File: config.mk
export PLATFORM = sky130hd
export DESIGN_NAME = debug_dump
export DESIGN_NICKNAME = d
export VERILOG_FILES = /design/src/rtl/debug_dump.sv
export SDC_FILE = /design/constraint.sdc
export NUM_CORES = 1
export LEC_CHECK = 0
export ABC_AREA = 1
export CELL_PAD_IN_SITES_DETAIL_PLACEMENT = 0
export CELL_PAD_IN_SITES_GLOBAL_PLACEMENT = 1
export CORE_ASPECT_RATIO = 0.5
export CORE_MARGIN = 1
export CORE_UTILIZATION = 46
export DETAILED_ROUTE_END_ITERATION = 16
export DONT_BUFFER_PORTS = 1
export PLACE_DENSITY = 0.9
export SLEW_MARGIN = 20
export SYNTH_ARGS = -nofsm -noshare
export SYNTH_HDL_FRONTEND = slang
export SYNTH_SLANG_ARGS = --single-unit
File: constraint.sdc
create_clock -name clk -period 3.3 [get_ports clk]
set_input_delay 0.33 -clock clk [delete_from_list [all_inputs] [get_ports clk]]
set_output_delay 0.33 -clock clk [all_outputs]
set_load 0.005 [all_outputs]
File: src/rtl/debug_dump.sv
// -----------------------------------------------------------------------------
// debug_dump
//
// Walks the capture analyzer's buffer one sample at a time after a capture and
// streams each sample as uppercase ASCII hex over an 8N1 UART line.
//
// One line per sample:
//   word NUMWORDS-1 .. word 0 as HEXW hex chars each, words separated by 0x20,
//   terminated by 0x0D 0x0A.
//
// Ports
//   clk      in   sole clock
//   reset    in   asynchronous, active-high
//   start    in   rising edge begins a dump (ignored while busy)
//   abort    in   level; stops the dump at the next byte boundary
//   data_in  in   analyzer data_out, NUMWORDS*WORDLEN bits
//   next     out  one-cycle pulse advancing the analyzer read address
//   tx       out  UART 8N1, idle high
//   busy     out  high from the accepted start until back in IDLE
//   done     out  one-cycle pulse when a full dump completes
//
// Handshake with the analyzer: there is no valid/ready pair. A `next` pulse
// advances the analyzer address; data_in is trusted READ_WAIT cycles later,
// when the block latches it in LOAD.
// -----------------------------------------------------------------------------
module debug_dump #(
    parameter int WORDLEN      = 24,
    parameter int NUMWORDS     = 2,
    parameter int DEPTH        = 4096,
    parameter int READ_WAIT    = 4,
    parameter int CLKS_PER_BIT = 1085
) (
    input  logic                        clk,
    input  logic                        reset,
    input  logic                        start,
    input  logic                        abort,
    input  logic [NUMWORDS*WORDLEN-1:0] data_in,
    output logic                        next,
    output logic                        tx,
    output logic                        busy,
    output logic                        done
);

    localparam int HEXW    = (WORDLEN + 3) / 4;
    localparam int HW_BITS = HEXW * 4;
    localparam int SH_W    = NUMWORDS * HW_BITS;
    localparam int CNT_W   = (DEPTH > 1) ? $clog2(DEPTH) : 1;
    localparam int WAIT_W  = $clog2(READ_WAIT);
    localparam int BAUD_W  = (CLKS_PER_BIT > 1) ? $clog2(CLKS_PER_BIT) : 1;
    localparam int NIB_W   = $clog2(HEXW + 1);
    localparam int WORD_W  = $clog2(NUMWORDS + 1);

    localparam logic [CNT_W-1:0]  LAST_SAMPLE = CNT_W'(DEPTH - 1);
    localparam logic [WAIT_W-1:0] WAIT_LAST   = WAIT_W'(READ_WAIT - 1);
    localparam logic [BAUD_W-1:0] BAUD_LAST   = BAUD_W'(CLKS_PER_BIT - 1);
    localparam logic [NIB_W-1:0]  NIB_SEP     = NIB_W'(HEXW);
    localparam logic [WORD_W-1:0] WORD_LF     = WORD_W'(NUMWORDS);
    localparam logic [WORD_W-1:0] WORD_LASTW  = WORD_W'(NUMWORDS - 1);

    typedef enum logic [2:0] {
        S_IDLE = 3'd0,
        S_WAIT = 3'd1,
        S_LOAD = 3'd2,
        S_SEND = 3'd3,
        S_ADV  = 3'd4
    } state_t;

    state_t state, state_nxt;

    logic              start_q;
    logic [WAIT_W-1:0] wait_cnt;
    logic [CNT_W-1:0]  sample_cnt;
    logic [SH_W-1:0]   shreg;
    logic [SH_W-1:0]   load_val;
    logic [NIB_W-1:0]  nib_cnt;     // 0..HEXW-1 hex chars, HEXW = separator slot
    logic [WORD_W-1:0] word_cnt;    // words already sent; NUMWORDS = LF slot
    logic [3:0]        bit_idx;     // 0 start, 1..8 data, 9 stop
    logic [BAUD_W-1:0] baud_cnt;
    logic              tx_q;
    logic [3:0]        nib;
    logic [7:0]        char_cur;
    logic              start_rise;
    logic              bit_last;
    logic              byte_end;
    logic              last_char;

    assign start_rise = start & ~start_q;
    assign bit_last   = (baud_cnt == BAUD_LAST);
    assign byte_end   = (state == S_SEND) && bit_last && (bit_idx == 4'd9);
    assign last_char  = (word_cnt == WORD_LF);

    // Each word is zero-extended to a whole number of nibbles so the top
    // nibble of the shift register is always the next hex digit to send.
    always_comb begin
        load_val = '0;
        for (int w = 0; w < NUMWORDS; w++) begin
            load_val[w*HW_BITS +: HW_BITS] = HW_BITS'(data_in[w*WORDLEN +: WORDLEN]);
        end
    end

    always_comb begin
        nib = shreg[SH_W-1 -: 4];
        if (word_cnt == WORD_LF) begin
            char_cur = 8'h0A;
        end else if (nib_cnt == NIB_SEP) begin
            char_cur = (word_cnt == WORD_LASTW) ? 8'h0D : 8'h20;
        end else if (nib < 4'd10) begin
            char_cur = 8'h30 + {4'h0, nib};
        end else begin
            char_cur = 8'h37 + {4'h0, nib};
        end
    end

    // State register
    always_ff @(posedge clk or posedge reset) begin
        if (reset) begin
            state <= S_IDLE;
        end else begin
            state <= state_nxt;
        end
    end

    // Next-state logic. abort is only honoured at byte boundaries so a UART
    // frame is never cut short.
    always_comb begin
        state_nxt = state;
        case (state)
            S_IDLE: if (start_rise) state_nxt = S_WAIT;
            S_WAIT: begin
                if (abort)                      state_nxt = S_IDLE;
                else if (wait_cnt == WAIT_LAST) state_nxt = S_LOAD;
            end
            S_LOAD: state_nxt = abort ? S_IDLE : S_SEND;
            S_SEND: begin
                if (byte_end) begin
                    if (abort)          state_nxt = S_IDLE;
                    else if (last_char) state_nxt = S_ADV;
                end
            end
            S_ADV: begin
                if (abort || (sample_cnt == LAST_SAMPLE)) state_nxt = S_IDLE;
                else                                      state_nxt = S_WAIT;
            end
            default: state_nxt = S_IDLE;
        endcase
    end

    // Outputs
    always_comb begin
        busy = (state != S_IDLE);
        next = (state == S_ADV) && !abort;
        done = next && (sample_cnt == LAST_SAMPLE);
        tx   = tx_q;
    end

    // Datapath: sample counter, read wait, character sequencer and UART TX.
    // tx_q is loaded with the value of the upcoming bit slot so the line is
    // registered and the start bit appears the cycle after LOAD.
    always_ff @(posedge clk or posedge reset) begin
        if (reset) begin
            start_q    <= 1'b0;
            wait_cnt   <= '0;
            sample_cnt <= '0;
            shreg      <= '0;
            nib_cnt    <= '0;
            word_cnt   <= '0;
            bit_idx    <= '0;
            baud_cnt   <= '0;
            tx_q       <= 1'b1;
        end else begin
            start_q <= start;

            if (state == S_WAIT) wait_cnt <= wait_cnt + 1'b1;
            else                 wait_cnt <= '0;

            if (state == S_IDLE && state_nxt == S_WAIT) sample_cnt <= '0;
            else if (next)                              sample_cnt <= sample_cnt + 1'b1;

            if (state == S_LOAD && state_nxt == S_SEND) begin
                shreg    <= load_val;
                nib_cnt  <= '0;
                word_cnt <= '0;
                bit_idx  <= '0;
                baud_cnt <= '0;
                tx_q     <= 1'b0;
            end else if (state == S_SEND) begin
                if (!bit_last) begin
                    baud_cnt <= baud_cnt + 1'b1;
                end else begin
                    baud_cnt <= '0;
                    if (bit_idx != 4'd9) begin
                        bit_idx <= bit_idx + 4'd1;
                        tx_q    <= (bit_idx == 4'd8) ? 1'b1 : char_cur[bit_idx[2:0]];
                    end else if (state_nxt == S_SEND) begin
                        // Back-to-back byte: next start bit follows the stop bit
                        bit_idx <= '0;
                        tx_q    <= 1'b0;
                        if (nib_cnt == NIB_SEP) begin
                            nib_cnt  <= '0;
                            word_cnt <= word_cnt + 1'b1;
                        end else begin
                            nib_cnt <= nib_cnt + 1'b1;
                            shreg   <= shreg << 4;
                        end
                    end
                end
            end
        end
    end

endmodule
# Word-level counts from Yosys, hierarchy flattened
# Cells that the tools add are included.
classes:
  addsub: 8
  order_cmp: 2
  eq_ne: 17
  n_mux: 50
  bitwise: 2
  reduce_logical: 20
ops:
  columns: ["op", "n"]
  rows:
  - ["48-bit two-way mux", 6]
  - ["3-bit two-way mux", 12]
  - ["11-bit two-way mux", 3]
  - ["12-bit two-way mux", 2]
  - ["7-bit two-way mux", 3]
  - ["4-bit two-way mux", 5]
  - ["2-bit two-way mux", 8]
  - ["3-bit one-hot mux with 5 select lines", 1]
  - ["6-bit by 4-bit adder with 7-bit output, first input constant", 2]
  - ["12-bit by 1-bit adder with 12-bit output, second input constant", 1]
  - ["12-bit equality test, second input constant", 1]
  - ["11-bit by 1-bit adder with 11-bit output, second input constant", 1]
  - ["11-bit equality test, second input constant", 1]
  - ["5-bit AND reduction", 2]
  - ["2-bit nonzero test", 5]
  - ["3-bit by 2-bit equality test with 1-bit output, second input constant", 3]
  - ["4-bit equality test, second input constant", 2]
  - ["1-bit two-way mux", 8]
  - ["3-bit by 1-bit equality test with 1-bit output, second input constant", 2]
  - ["3-bit equality test, second input constant", 2]
  - ["1-bit logical AND", 6]
  - ["6-bit two-way mux", 1]
  - ["3-bit nonzero test", 2]
  - ["2-bit by 1-bit adder with 2-bit output, second input constant", 2]
  - ["17 further kinds", 18]
word_totals:
  ff_bits: 87
  in_bits: 52
  output_inout_bits: 4
  word_cells: 109

# Depth between registers and ports, before layout
depth:
  ltp_word: 11
  ltp_mapped: 14
  ltp_nobuf: 13

# Least setup slack after synthesis
# No wires, ideal clock.
synth_path:
  kind: "register to register"
  from: "register baud_cnt[0]"
  to: "register nib_cnt[0]"
  setup_time_ps: 118
  t_arrival_ps: 1610
  required_ps: 3182
  setup_slack_ps: 1572
  stages_incl_launch_ff: 15
  path_buffers: 1
  synth_period_minus_slack_ps: 1728
  cell_sequence: "dfrtp_1 inv_1 ha_1 nand2_1 inv_1 nand3_1 nor2_1 nand3_1 nand2_2 nand2_2 nand3_4 nor2_8 buf_6 nand2_1 o21ai_2"
synth_between:
  elab_chain_len: 9
  word_cells_on_any_way: 13
  classes_between: "3 x eq/ne; 3 x mux; 7 x reduce/logical"
synth_rtl:
  columns: ["item", "line_no", "source"]
  rows:
  - ["start: declaration", "78", "logic [BAUD_W-1:0] baud_cnt;"]
  - ["start signal: assignment", "188", "baud_cnt <= baud_cnt + 1'b1;"]
  - ["11-bit equality test *", "88", "assign bit_last = (baud_cnt == BAUD_LAST);"]
  - ["1-bit logical AND * (2 in a row)", "89", "assign byte_end = (state == S_SEND) && bit_last && (bit_idx == 4'd9);"]
  - ["3-bit two-way mux *", "135", "if (byte_end) begin"]
  - ["3-bit one-hot mux with 5 select lines *", "127", "case (state)"]
  - ["via state_nxt[1]", "68", "state_t state, state_nxt;"]
  - ["3-bit by 2-bit equality test with 1-bit output *", "179, 194", null]
  - ["1-bit logical AND", "179", "if (state == S_LOAD && state_nxt == S_SEND) begin"]
  - ["2-bit inequality test (no line) or 2-bit nonzero test (tied branches)", null, null]
  - ["4-bit AND reduction (no line)", null, null]
  - ["end signal: assignment", "202", "nib_cnt <= nib_cnt + 1'b1;"]
  - ["end: declaration", "75", "logic [NIB_W-1:0] nib_cnt;"]
# The timed path passes the listed nets; every way through them passes the cells marked *.
# A chain may end at the register's enable or synchronous reset.

# Worst setup path after layout
layout_path:
  from: "register baud_cnt[0]"
  to: "register shreg[1]"
layout_between:
  elab_chain_len: 9
  word_cells_on_any_way: 14
  classes_between: "4 x eq/ne; 3 x mux; 7 x reduce/logical"
layout_rtl:
  columns: ["item", "line_no", "source"]
  rows:
  - ["11-bit equality test *", "88", null]
  - ["1-bit logical AND (2 in a row)", "89", null]
  - ["3-bit two-way mux", "135", null]
  - ["3-bit one-hot mux with 5 select lines", "127", null]
  - ["3-bit by 2-bit equality test with 1-bit output", "179, 194", null]
  - ["1-bit logical AND", "179", null]
  - ["2-bit inequality test (no line), or another cell as far along", null, null]
  - ["5-bit AND reduction (no line)", null, null]
  - ["end signal: assignment", "180", "shreg <= load_val;"]
  - ["end signal: assignment", "203", "shreg <= shreg << 4;"]
  - ["end: declaration", "73", "logic [SH_W-1:0] shreg;"]
# Every way passes the cells marked *; elsewhere a longest branch is shown, timed or not.

==> results.md <==
* Status: complete, no violations
* FF-to-FF path depth at 13
* Antenna violations before repair at 0
* Inserted Clock Buffers at 9
* P per Cell Area at 465 nW/um^2
* Global Route Usage Sum at 20.3%
* Syn avg cell area at 7.32 sq um
* Initial DRT Pass Iterations at 5
* Synth cell types at 39
* Synth top cells by count: 296 x nand2_1, 86 x dfrtp_1, 78 x nand3_1
* Worst slew pin tran at 0.969 ns
* Max Slew Vio Count at 0
* # DRC at 0
* Worst r2r src: baud_cnt[0]
* Gate power share at 8.7%
* Crit path launch type: flip-flop
* CTS root buf: clkbuf_16
* Dominant synthesized flop cell: dfrtp_1
* EDFF count, synth at 0
* Vias in the first global route at about 3,800
* Gr ovfl total at 0
* Switching power at around 600 uW
* Num ports at 56
* Synth top area share at 44.8%
* Core Area at 9790 sq um
* GP Congestion at 0.794
* Syn-to-layout area delta at 7.57%
* Register area share after synthesis at between 40 and 50%
* Post-CTS Hold Fix Bufs at 0
* WL/cell at 13.1 um
* CTS tree: done
* Final setup viols at 0
* Fin util at between 50% and 60%
* Yosys Warn Count at 0
* Share of layout cells above drive strength 1 at under 10%
* Vias at roughly 4,000
* Largest net degree at the start of global routing at 53
* Area leader, netlist: dfrtp_1
* Syn nets at 716
* CTS Sinks at 87
* Syn Inst Count at 657
* Max rail drop VDD at roughly 0.0003 V
* Internal power at 1.80 mW
* Initial Utilization at 49.1%
* Fin crit share at between 70 and 80%
* Final Hold Viols at 0
* Cell Rows at 25
* Post-DP HPWL at just under 7000 um
* Critical path type: flip-flop to flip-flop
* Worst r2r dst: shreg[1]
* Die height at roughly 74 um
* DRT Wirelength at 10,400 um
* Antenna Nets Post-Route at 0
* Skew final at ~0.0071 ns
* Leak at roughly 2.8 nW
* Cells resized by post-CTS repair at 0
* IO buf count at 0
* RSZ-0062 raised after global routing: false
* Skew-Pair Late Insertion Delay at 0.34 ns
* Synth area leaders: dfrtp_1 45%, nand2_1 23%, nand3_1 8.1%, inv_1 3.2%, nor2_1 3.0%
* Via/cell ratio at 5.02
* Die Footprint at 10,900 sq um
* Crit path time final at 2.43 ns
* Yosys reg bits at 87
* Setup tns final at 0 ns
* Slew headroom at 35.4%
* CTS H-Tree Depth at 3
* Final #Nets at 709
* Max-Cap Viols at 0
* HP Class: input port to asynchronous set/reset pin
* Sequential power share at 49.3%
* Clock Power Share at 41.9%
* Crit path capture type: flip-flop
* R2r setup slk at roughly 0.87 ns
* First-pass GRT wire length at about 17,000 um
* Detailed Route Iter0 Violations at ~310
* # diodes at 0
* CP arrival at 2.66 ns
* Fmax at just over 400 MHz
* Setup bufs post-CTS at 0
* Die span in x at 147 um
* CTS clock-pin slew for the worst setup and hold paths at ~0.060 ns
* Mapped Area at 4810 sq um
* # fillers at 949
* Required @ worst endpoint at 3.53 ns
* Post-synth ARST share at 100%
* Sw Ratio at 25.3%
* Most frequent cell after synthesis: nand2_1
* Maximum clock insertion buffer count at 2
* Critical path peak fanout at 28
[critical path, stage by stage, from the launching register on]
cell     delay, ns
dfrtp_1       0.39
inv_1         0.09
ha_1          0.21
nand2_1       0.06
inv_1         0.03
nand3_1       0.14
nor2_1        0.09
nand3_1       0.09
nand2_2       0.08
o21ai_2       0.09
nand4_2       0.46
buf_4         0.44
nand2_1       0.10
nand2_1       0.05
[power by group through the flow]
| stage | Clock (mW) | Combinational (mW) | Sequential [mW] |
|---|---|---|---|
| 2_1_floorplan | 0 | 0.172 | 1.19 |
| 3_3_place_gp | 0 | 0.203 | 1.20 |
| 3_5_place_dp | 0 | 0.212 | 1.20 |
| 4_1_cts | 1.03 | 0.214 | 1.19 |
| 5_1_grt | 1.07 | 0.246 | 1.20 |
| 6_report | 1.01 | 0.210 | 1.19 |
[metrics by stage]
step	power (mW)	cell area, sq um	hold slack (ns)	setup slack [ns]	instances
3_3_place_gp	1.41	4870	0.362	0.927	773
6_report	2.41	5170	0.0541	0.871	789
4_1_cts	2.43	5160	0.00252	0.824	788
2_1_floorplan	1.36	4810	0.361	0.721	657
5_1_grt	2.52	5170	0.0443	0.629	789
3_5_place_dp	1.42	4870	0.362	0.842	773
[flip-flops by register name (all words and copies together) (netlist names)]
register and cells:
sample_cnt 12, nib_cnt 3, tx 1, shreg 48, wait_cnt 2, word_cnt 2
baud_cnt 11, bit_idx 4, state 3, start_q 1
[layout by cell type (no fill, tap or decap), types with 2 or more instances in the layout]
cell	synthesis	routed
xnor2_1	3	3
inv_2	7	7
nor3b_1	2	2
nand3_1	78	78
ha_1	7	7
clkinvlp_4	0	2
a21oi_1	6	6
nand4_1	5	5
xor2_1	9	9
nor3_1	4	4
nand2_2	4	4
o22ai_1	4	4
clkbuf_16	0	9
clkinv_2	0	2
nor2_1	39	39
nor2_2	2	2
nand2_1	296	296
inv_1	41	40
dfrtp_1	86	86
o21bai_1	2	2
buf_4	1	5
o21ai_0	17	17
o21ai_2	4	4
nor2_4	2	2
[worst max path at each step]
stage                 from          end  depth (start not counted)
2_1_floorplan        reset  baud_cnt[0]                          1
5_1_grt        baud_cnt[0]    shreg[47]                         13
4_1_cts        baud_cnt[0]    shreg[38]                         13
3_5_place_dp   baud_cnt[0]    shreg[15]                         13
3_3_place_gp   baud_cnt[0]     shreg[3]                         13
6_report       baud_cnt[0]     shreg[1]                         13
[layout make-up]
class                      count  area, sq um  area share (%)
inverter                      49          185            3.58
multi-input combinational    496         2280            44.2
clock buffer                  10          229            4.43
sequential                    87         2180            42.1
tap                          135          169            3.27
timing repair buffer           7         67.6            1.31
clock inverter                 5         58.8            1.14
[per-layer routing]
| layer | wire, um | vias up | global-route usage, % |
|---|---|---|---|
| met3 | 412 | 6 | 5.03 |
| met2 | 4830 | 67 | 34.0 |
| met5 | 0 | - | 0 |
| li1 | - | 2056 | - |
| met1 | 5040 | 1828 | 26.7 |
| met4 | 78 | 0 | 5.56 |
[cells by family (layout without fill, tap and decap cells)]
group                      count (synthesis)  after routing  synth area share [%]
AOI/OAI and AO/OA                         40             40                  5.23
and+or+nand+nor                          437            437                  38.3
DFF                                       87             87                  45.3
adders and majority gates                  7              7                  1.82
xor gates and xnor gates                  12             12                  2.19
buffers and inverters                     74             71                  7.18
Note: power is estimated with default switching activity, not from simulation.
